`src/rtl/prv_trap_sequencer.sv`:
```
// Machine-mode trap/return sequencer: picks the winning exception, interrupt or MRET,
// drains the pipeline, pulses the CSR commit, then redirects fetch to the handler or mepc.
module prv_trap_sequencer #(
    parameter int unsigned XLEN        = 32,
    parameter bit          VECTORED_EN = 1'b1
) (
    input  logic            CLK,
    input  logic            nRST,
    input  logic            fault_insn,
    input  logic            mal_insn,
    input  logic            illegal_insn,
    input  logic            breakpoint,
    input  logic            env_m,
    input  logic            mal_l,
    input  logic            fault_l,
    input  logic            mal_s,
    input  logic            fault_s,
    input  logic            ret,
    input  logic            ext_int,
    input  logic            soft_int,
    input  logic            timer_int,
    input  logic            mstatus_mie,
    input  logic [XLEN-1:0] epc,
    input  logic [XLEN-1:0] badaddr,
    input  logic [XLEN-1:0] mtvec,
    input  logic [XLEN-1:0] mepc,
    input  logic            pipe_clear,
    output logic            flush_req,
    output logic            trap_commit,
    output logic            ret_commit,
    output logic            intr,
    output logic [3:0]      cause,
    output logic [XLEN-1:0] epc_out,
    output logic [XLEN-1:0] tval,
    output logic            insert_pc,
    output logic [XLEN-1:0] priv_pc,
    output logic            busy
);

    localparam int unsigned CAUSE_W = 4;

    typedef enum logic [1:0] {
        IDLE     = 2'd0,
        FLUSH    = 2'd1,
        COMMIT   = 2'd2,
        REDIRECT = 2'd3
    } state_t;

    state_t state, state_d;

    logic               is_ret_q, is_ret_d;
    logic               flush_req_d, trap_commit_d, ret_commit_d, insert_pc_d, busy_d;
    logic               intr_d;
    logic [CAUSE_W-1:0] cause_d;
    logic [XLEN-1:0]    epc_out_d, tval_d, priv_pc_d;

    logic               exc_any, irq_any, exc_addr;
    logic [CAUSE_W-1:0] exc_code, irq_code;
    logic [XLEN-1:0]    vec_base, irq_target;
    logic               use_vector;

    // Exception arbitration: fixed priority, plus whether mtval carries badaddr
    always_comb begin
        exc_code = '0;
        exc_addr = 1'b0;
        if (fault_insn) begin
            exc_code = CAUSE_W'(1);
            exc_addr = 1'b1;
        end else if (mal_insn) begin
            exc_code = CAUSE_W'(0);
            exc_addr = 1'b1;
        end else if (illegal_insn) begin
            exc_code = CAUSE_W'(2);
        end else if (breakpoint) begin
            exc_code = CAUSE_W'(3);
        end else if (env_m) begin
            exc_code = CAUSE_W'(11);
        end else if (mal_l) begin
            exc_code = CAUSE_W'(4);
            exc_addr = 1'b1;
        end else if (fault_l) begin
            exc_code = CAUSE_W'(5);
            exc_addr = 1'b1;
        end else if (mal_s) begin
            exc_code = CAUSE_W'(6);
            exc_addr = 1'b1;
        end else if (fault_s) begin
            exc_code = CAUSE_W'(7);
            exc_addr = 1'b1;
        end
    end

    assign exc_any = fault_insn | mal_insn | illegal_insn | breakpoint | env_m |
                     mal_l | fault_l | mal_s | fault_s;

    // Interrupt arbitration, gated by the global enable
    always_comb begin
        irq_code = CAUSE_W'(7);
        if (ext_int) begin
            irq_code = CAUSE_W'(11);
        end else if (soft_int) begin
            irq_code = CAUSE_W'(3);
        end
    end

    assign irq_any    = mstatus_mie & (ext_int | soft_int | timer_int);
    assign vec_base   = {mtvec[XLEN-1:2], 2'b00};
    assign use_vector = VECTORED_EN && (mtvec[1:0] == 2'b01);
    // Vector offset wraps naturally at XLEN bits
    assign irq_target = use_vector ? (vec_base + (XLEN'(irq_code) << 2)) : vec_base;

    always_ff @(posedge CLK) begin
        if (!nRST) begin
            state       <= IDLE;
            is_ret_q    <= 1'b0;
            flush_req   <= 1'b0;
            trap_commit <= 1'b0;
            ret_commit  <= 1'b0;
            intr        <= 1'b0;
            cause       <= '0;
            epc_out     <= '0;
            tval        <= '0;
            insert_pc   <= 1'b0;
            priv_pc     <= '0;
            busy        <= 1'b0;
        end else begin
            state       <= state_d;
            is_ret_q    <= is_ret_d;
            flush_req   <= flush_req_d;
            trap_commit <= trap_commit_d;
            ret_commit  <= ret_commit_d;
            intr        <= intr_d;
            cause       <= cause_d;
            epc_out     <= epc_out_d;
            tval        <= tval_d;
            insert_pc   <= insert_pc_d;
            priv_pc     <= priv_pc_d;
            busy        <= busy_d;
        end
    end

    // Next state, latched trap record, and registered control pulses
    always_comb begin
        state_d       = state;
        is_ret_d      = is_ret_q;
        intr_d        = intr;
        cause_d       = cause;
        epc_out_d     = epc_out;
        tval_d        = tval;
        priv_pc_d     = priv_pc;
        flush_req_d   = 1'b0;
        trap_commit_d = 1'b0;
        ret_commit_d  = 1'b0;
        insert_pc_d   = 1'b0;
        busy_d        = 1'b0;

        case (state)
            IDLE: begin
                if (exc_any) begin
                    state_d   = FLUSH;
                    is_ret_d  = 1'b0;
                    intr_d    = 1'b0;
                    cause_d   = exc_code;
                    epc_out_d = epc;
                    tval_d    = exc_addr ? badaddr : '0;
                    priv_pc_d = vec_base;
                end else if (irq_any) begin
                    state_d   = FLUSH;
                    is_ret_d  = 1'b0;
                    intr_d    = 1'b1;
                    cause_d   = irq_code;
                    epc_out_d = epc;
                    tval_d    = '0;
                    priv_pc_d = irq_target;
                end else if (ret) begin
                    state_d   = FLUSH;
                    is_ret_d  = 1'b1;
                    priv_pc_d = mepc;
                end
            end
            FLUSH: begin
                if (pipe_clear) begin
                    state_d = COMMIT;
                end
            end
            COMMIT:   state_d = REDIRECT;
            REDIRECT: state_d = IDLE;
            default:  state_d = IDLE;
        endcase

        busy_d        = (state_d != IDLE);
        flush_req_d   = busy_d;
        trap_commit_d = (state_d == COMMIT) && !is_ret_d;
        ret_commit_d  = (state_d == COMMIT) && is_ret_d;
        insert_pc_d   = (state_d == REDIRECT);
    end

endmodule

```
`config.mk`:
```
export PLATFORM = sky130hd
export DESIGN_NAME = prv_trap_sequencer
export DESIGN_NICKNAME = d
export VERILOG_FILES = /design/src/rtl/prv_trap_sequencer.sv
export SDC_FILE = /design/constraint.sdc
export NUM_CORES = 1
export LEC_CHECK = 0
export CAP_MARGIN = 5
export CORE_MARGIN = 5
export CORE_UTILIZATION = 44
export CTS_CLUSTER_DIAMETER = 30
export DETAILED_ROUTE_END_ITERATION = 8
export PLACE_DENSITY = 0.86
export SLEW_MARGIN = 20
export SYNTH_ARGS = -nofsm -noshare
export SYNTH_HDL_FRONTEND = slang
export SYNTH_SLANG_ARGS = --single-unit
```
`constraint.sdc`:
```
create_clock -name CLK -period 4.4 [get_ports CLK]
set_input_delay 0.66 -clock CLK [delete_from_list [all_inputs] [get_ports CLK]]
set_output_delay 0.66 -clock CLK [all_outputs]
set_load 0.01 [all_outputs]
```
==> flow_metrics.py <==
metrics = {
    "clock_tree": {
        "root_buffer": "clkbuf_16",
        "cts.sinks": 108,
        "htreeDepth": 3,
        "path_clk_slew_ns": 0.07,
        "cts_setup_buffers": 0,
        "clk_latency_ns": 0.34,
        "cts_tree": "done",
        "numCtsBuffers": 9,
        "hold_buffers": 0,
        "clockBufferDepth": 2,
        "cts-resized-gates": 0,
    },
    "synthesis": {
        "synthesis.nets": 808,
        "synthCells": 660,
        "ys_types": 65,
        "synth_edf_count": 0,
        "yosysSeqAreaShare_pct": 41.4,
        "async_reset_ff_share_pct": 0,
        "synth_area_per_cell_um2": 7.91,
        "ys.flop_type": "dfxtp_1",
        "synth_seq_cells": 108,
        "ys_warn_count": 0,
        "synthesis.area_um2": 5220,
    },
    "global_route": {
        "grt_overflow": 0,
        "antenna_found_initial": 0,
        "grt_pass1_wl_um": 29900,
        "grt_pass1_vias": 5646,
        "grt_max_degree": 49,
        "grtUsageTotal_pct": 25.6,
    },
    "setup_path": {
        "path_max_fanout": 13,
        "crit_chain": "clkdlybuf4s50_1, nor2_1, ha_1, nor2b_1, o211ai_1, or4_1, a31o_2, a21oi_1",
        "start_kind": "input port",
        "cp.arrival_ns": 3.46,
        "cpMaxStageDelayCell": "clkdlybuf4s50_1",
        "reg2reg_from": "state[0]",
        "max_stage_delay_ns": 0.62,
        "cp-end-kind": "register",
        "required_ns": 4.68,
        "timing.critical_path.from": "ext_int",
        "crit_type": "input port to register",
    },
    "pwr": {
        "power.total_uw": 2670,
        "peakVddDrop_v": 0.000213,
        "leakagePower_uw": 0.00294,
        "power_density_nw_per_um2": 331,
    },
    "place": {
        "place_area_um2": 7760,
        "portBuffers": 250,
        "dp_slack_ns": 0.888,
        "gp_congestion": 0.875,
        "dp.final_hpwl_um": 14200,
    },
    "outcome": {
        "status": "finished, final reports clean",
    },
    "die": {
        "fp.dieH_um": 119,
        "std_cell_rows": 39,
        "die_w_um": 119,
        "io-pin-count": 251,
        "dieArea_um2": 14100,
        "initial_core_util_pct": 45.3,
        "core_area_um2": 11500,
    },
    "timing": {
        "finalHoldViolCount": 0,
        "fin_crit_ns": 3.18,
        "max_freq_mhz": 314,
        "rsz0062_at_grt": "false",
        "slew_headroom_pct": 25.6,
        "setup_viol": 0,
        "hold_ws_ns": 0.455,
        "worst_pin_slew_ns": 1.11,
        "finalCritPeriodShare_pct": 72.3,
        "clock_skew_ns": 0.00702,
        "fin_setup_tns_ns": 0,
        "drv_slew": 0,
        "fin_ws_ns": 1.22,
    },
    "layout": {
        "area_growth_pct": 54.1,
        "design_area_um2": 8050,
        "fillers": 925,
        "drive_gt1_share_pct": 5.14,
        "fin_nets": 1018,
        "antenna-diode-count": 0,
    },
    "routing": {
        "route.detailed.drc": 0,
        "dr.pass1.iters": 5,
        "wl_per_cell_um": 18.8,
        "vias": 5934,
        "drt-initial-drc-count": 431,
        "antenna_left": 0,
        "via_per_inst": 5.83,
        "wl_um": 19200,
    },
    "worst_hold_path": {
        "min_path_type": "register to register",
        "min_from": "epc_out[24]",
    },
    "run": {
        "maxCapViolCount": 0,
    },
}
==> per-stage QoR <==
step	util, %	std cells
after floorplan	-	660
after global placement	67.3	1002
after detailed placement	67.4	1002
after CTS	69.9	1018
after global routing	69.9	1018
final	69.9	1018
==> critical path, delay by kind of cell <==
family	cells	cell delay (ns)
simple gates	3	1.02
compound gates	3	0.83
fa+ha+maj	1	0.33
buf+inv	1	0.62
==> per-layer routing <==
layer | share of wire [%] | GRT usage, %
met1 | 41 | 32.0
met2 | 48 | 43.4
met3 | 7.3 | 5.78
met4 | 2.9 | 9.27
met5 | 0 | 0
==> sequential cells by signal, indices dropped and copies added, names as in the netlist, 2 cells and up <==
name and count:
epc_out 32, tval 32, state 2, cause 4
priv_pc 32
==> power by group <==
group	total, uW	switching (uW)	internal (uW)
Clock	781	374	407
Sequential	1130	53.9	1080
Combinational	756	373	383
Total	2670	801	1870
==> synthesized netlist by cell type (4+ instances only) <==
| master | n | area, um^2 |
|---|---|---|
| a21oi_1 | 63 | 315 |
| a221oi_1 | 6 | 52.6 |
| a22oi_1 | 32 | 240 |
| a31oi_1 | 11 | 68.8 |
| a41oi_1 | 8 | 70.1 |
| and2_1 | 6 | 37.5 |
| and3_1 | 7 | 43.8 |
| and4_1 | 5 | 43.8 |
| buf_2 | 27 | 135 |
| clkbuf_1 | 27 | 101 |
| dfxtp_1 | 108 | 2160 |
| inv_1 | 9 | 33.8 |
| mux2i_1 | 6 | 60.1 |
| nand2_1 | 101 | 379 |
| nand3_1 | 23 | 115 |
| nand4_1 | 6 | 37.5 |
| nor2_1 | 64 | 240 |
| nor2b_1 | 4 | 25.0 |
| nor3_1 | 22 | 110 |
| nor4_1 | 12 | 75.1 |
| o211ai_1 | 5 | 37.5 |
| o21ai_0 | 34 | 170 |
| o311a_1 | 4 | 40.0 |
| o31ai_1 | 5 | 37.5 |
==> final timing paths <==
kind / endpoint / slack, ns / cells after the start
hold / removal: epc_out[24] / 0.45 / 2
setup reg to reg: priv_pc[24] / 2.19 / 4
setup / recovery: priv_pc[12] / 1.22 / 8
hold reg to reg: epc_out[24] / 0.45 / 2
==> cell usage in the layout, fill, tap and decap left out, types with 4 or more instances in the layout <==
cell type        netlist  final
a21oi_1               63     60
a221oi_1               6      6
a22oi_1               32     32
a31oi_1               11     11
a41oi_1                8      8
and2_1                 6      6
and3_1                 7      7
and4_1                 5      5
buf_4                  3      6
clkbuf_16              0      9
clkdlybuf4s50_1        0    250
dfxtp_1              108    108
inv_1                  9      9
mux2i_1                6      6
nand2_1              101    101
nand3_1               23     23
nand4_1                6      6
nor2_1                64     64
nor2b_1                4      4
nor3_1                22     22
nor4_1                12     12
o211ai_1               5      5
o21ai_0               34     34
o311a_1                4      4
o31ai_1                5      4
==> logic make-up (layout without fill, tap and decap cells) <==
logic type      count (synthesis)  after routing  synth area share, %
compound gates                204            204                 26.0
xor+xnor                        1              1                0.168
fa+ha+maj                       3              3                0.719
buf+inv                        68            283                 5.75
flops                         108            108                 41.4
mux                             8              8                 1.58
simple gates                  268            268                 24.4
==> cell type report <==
class | instances | area (um^2) | share of cell area [%]
Clock buffer | 11 | 243 | 3.02
Clock inverter | 5 | 41.3 | 0.513
Multi-Input combinational cell | 484 | 2820 | 35.0
Tap cell | 143 | 179 | 2.22
Inverter | 10 | 37.5 | 0.466
Sequential cell | 108 | 2160 | 26.9
Timing Repair Buffer | 257 | 2570 | 31.9
(Power assumes the default switching activity.)
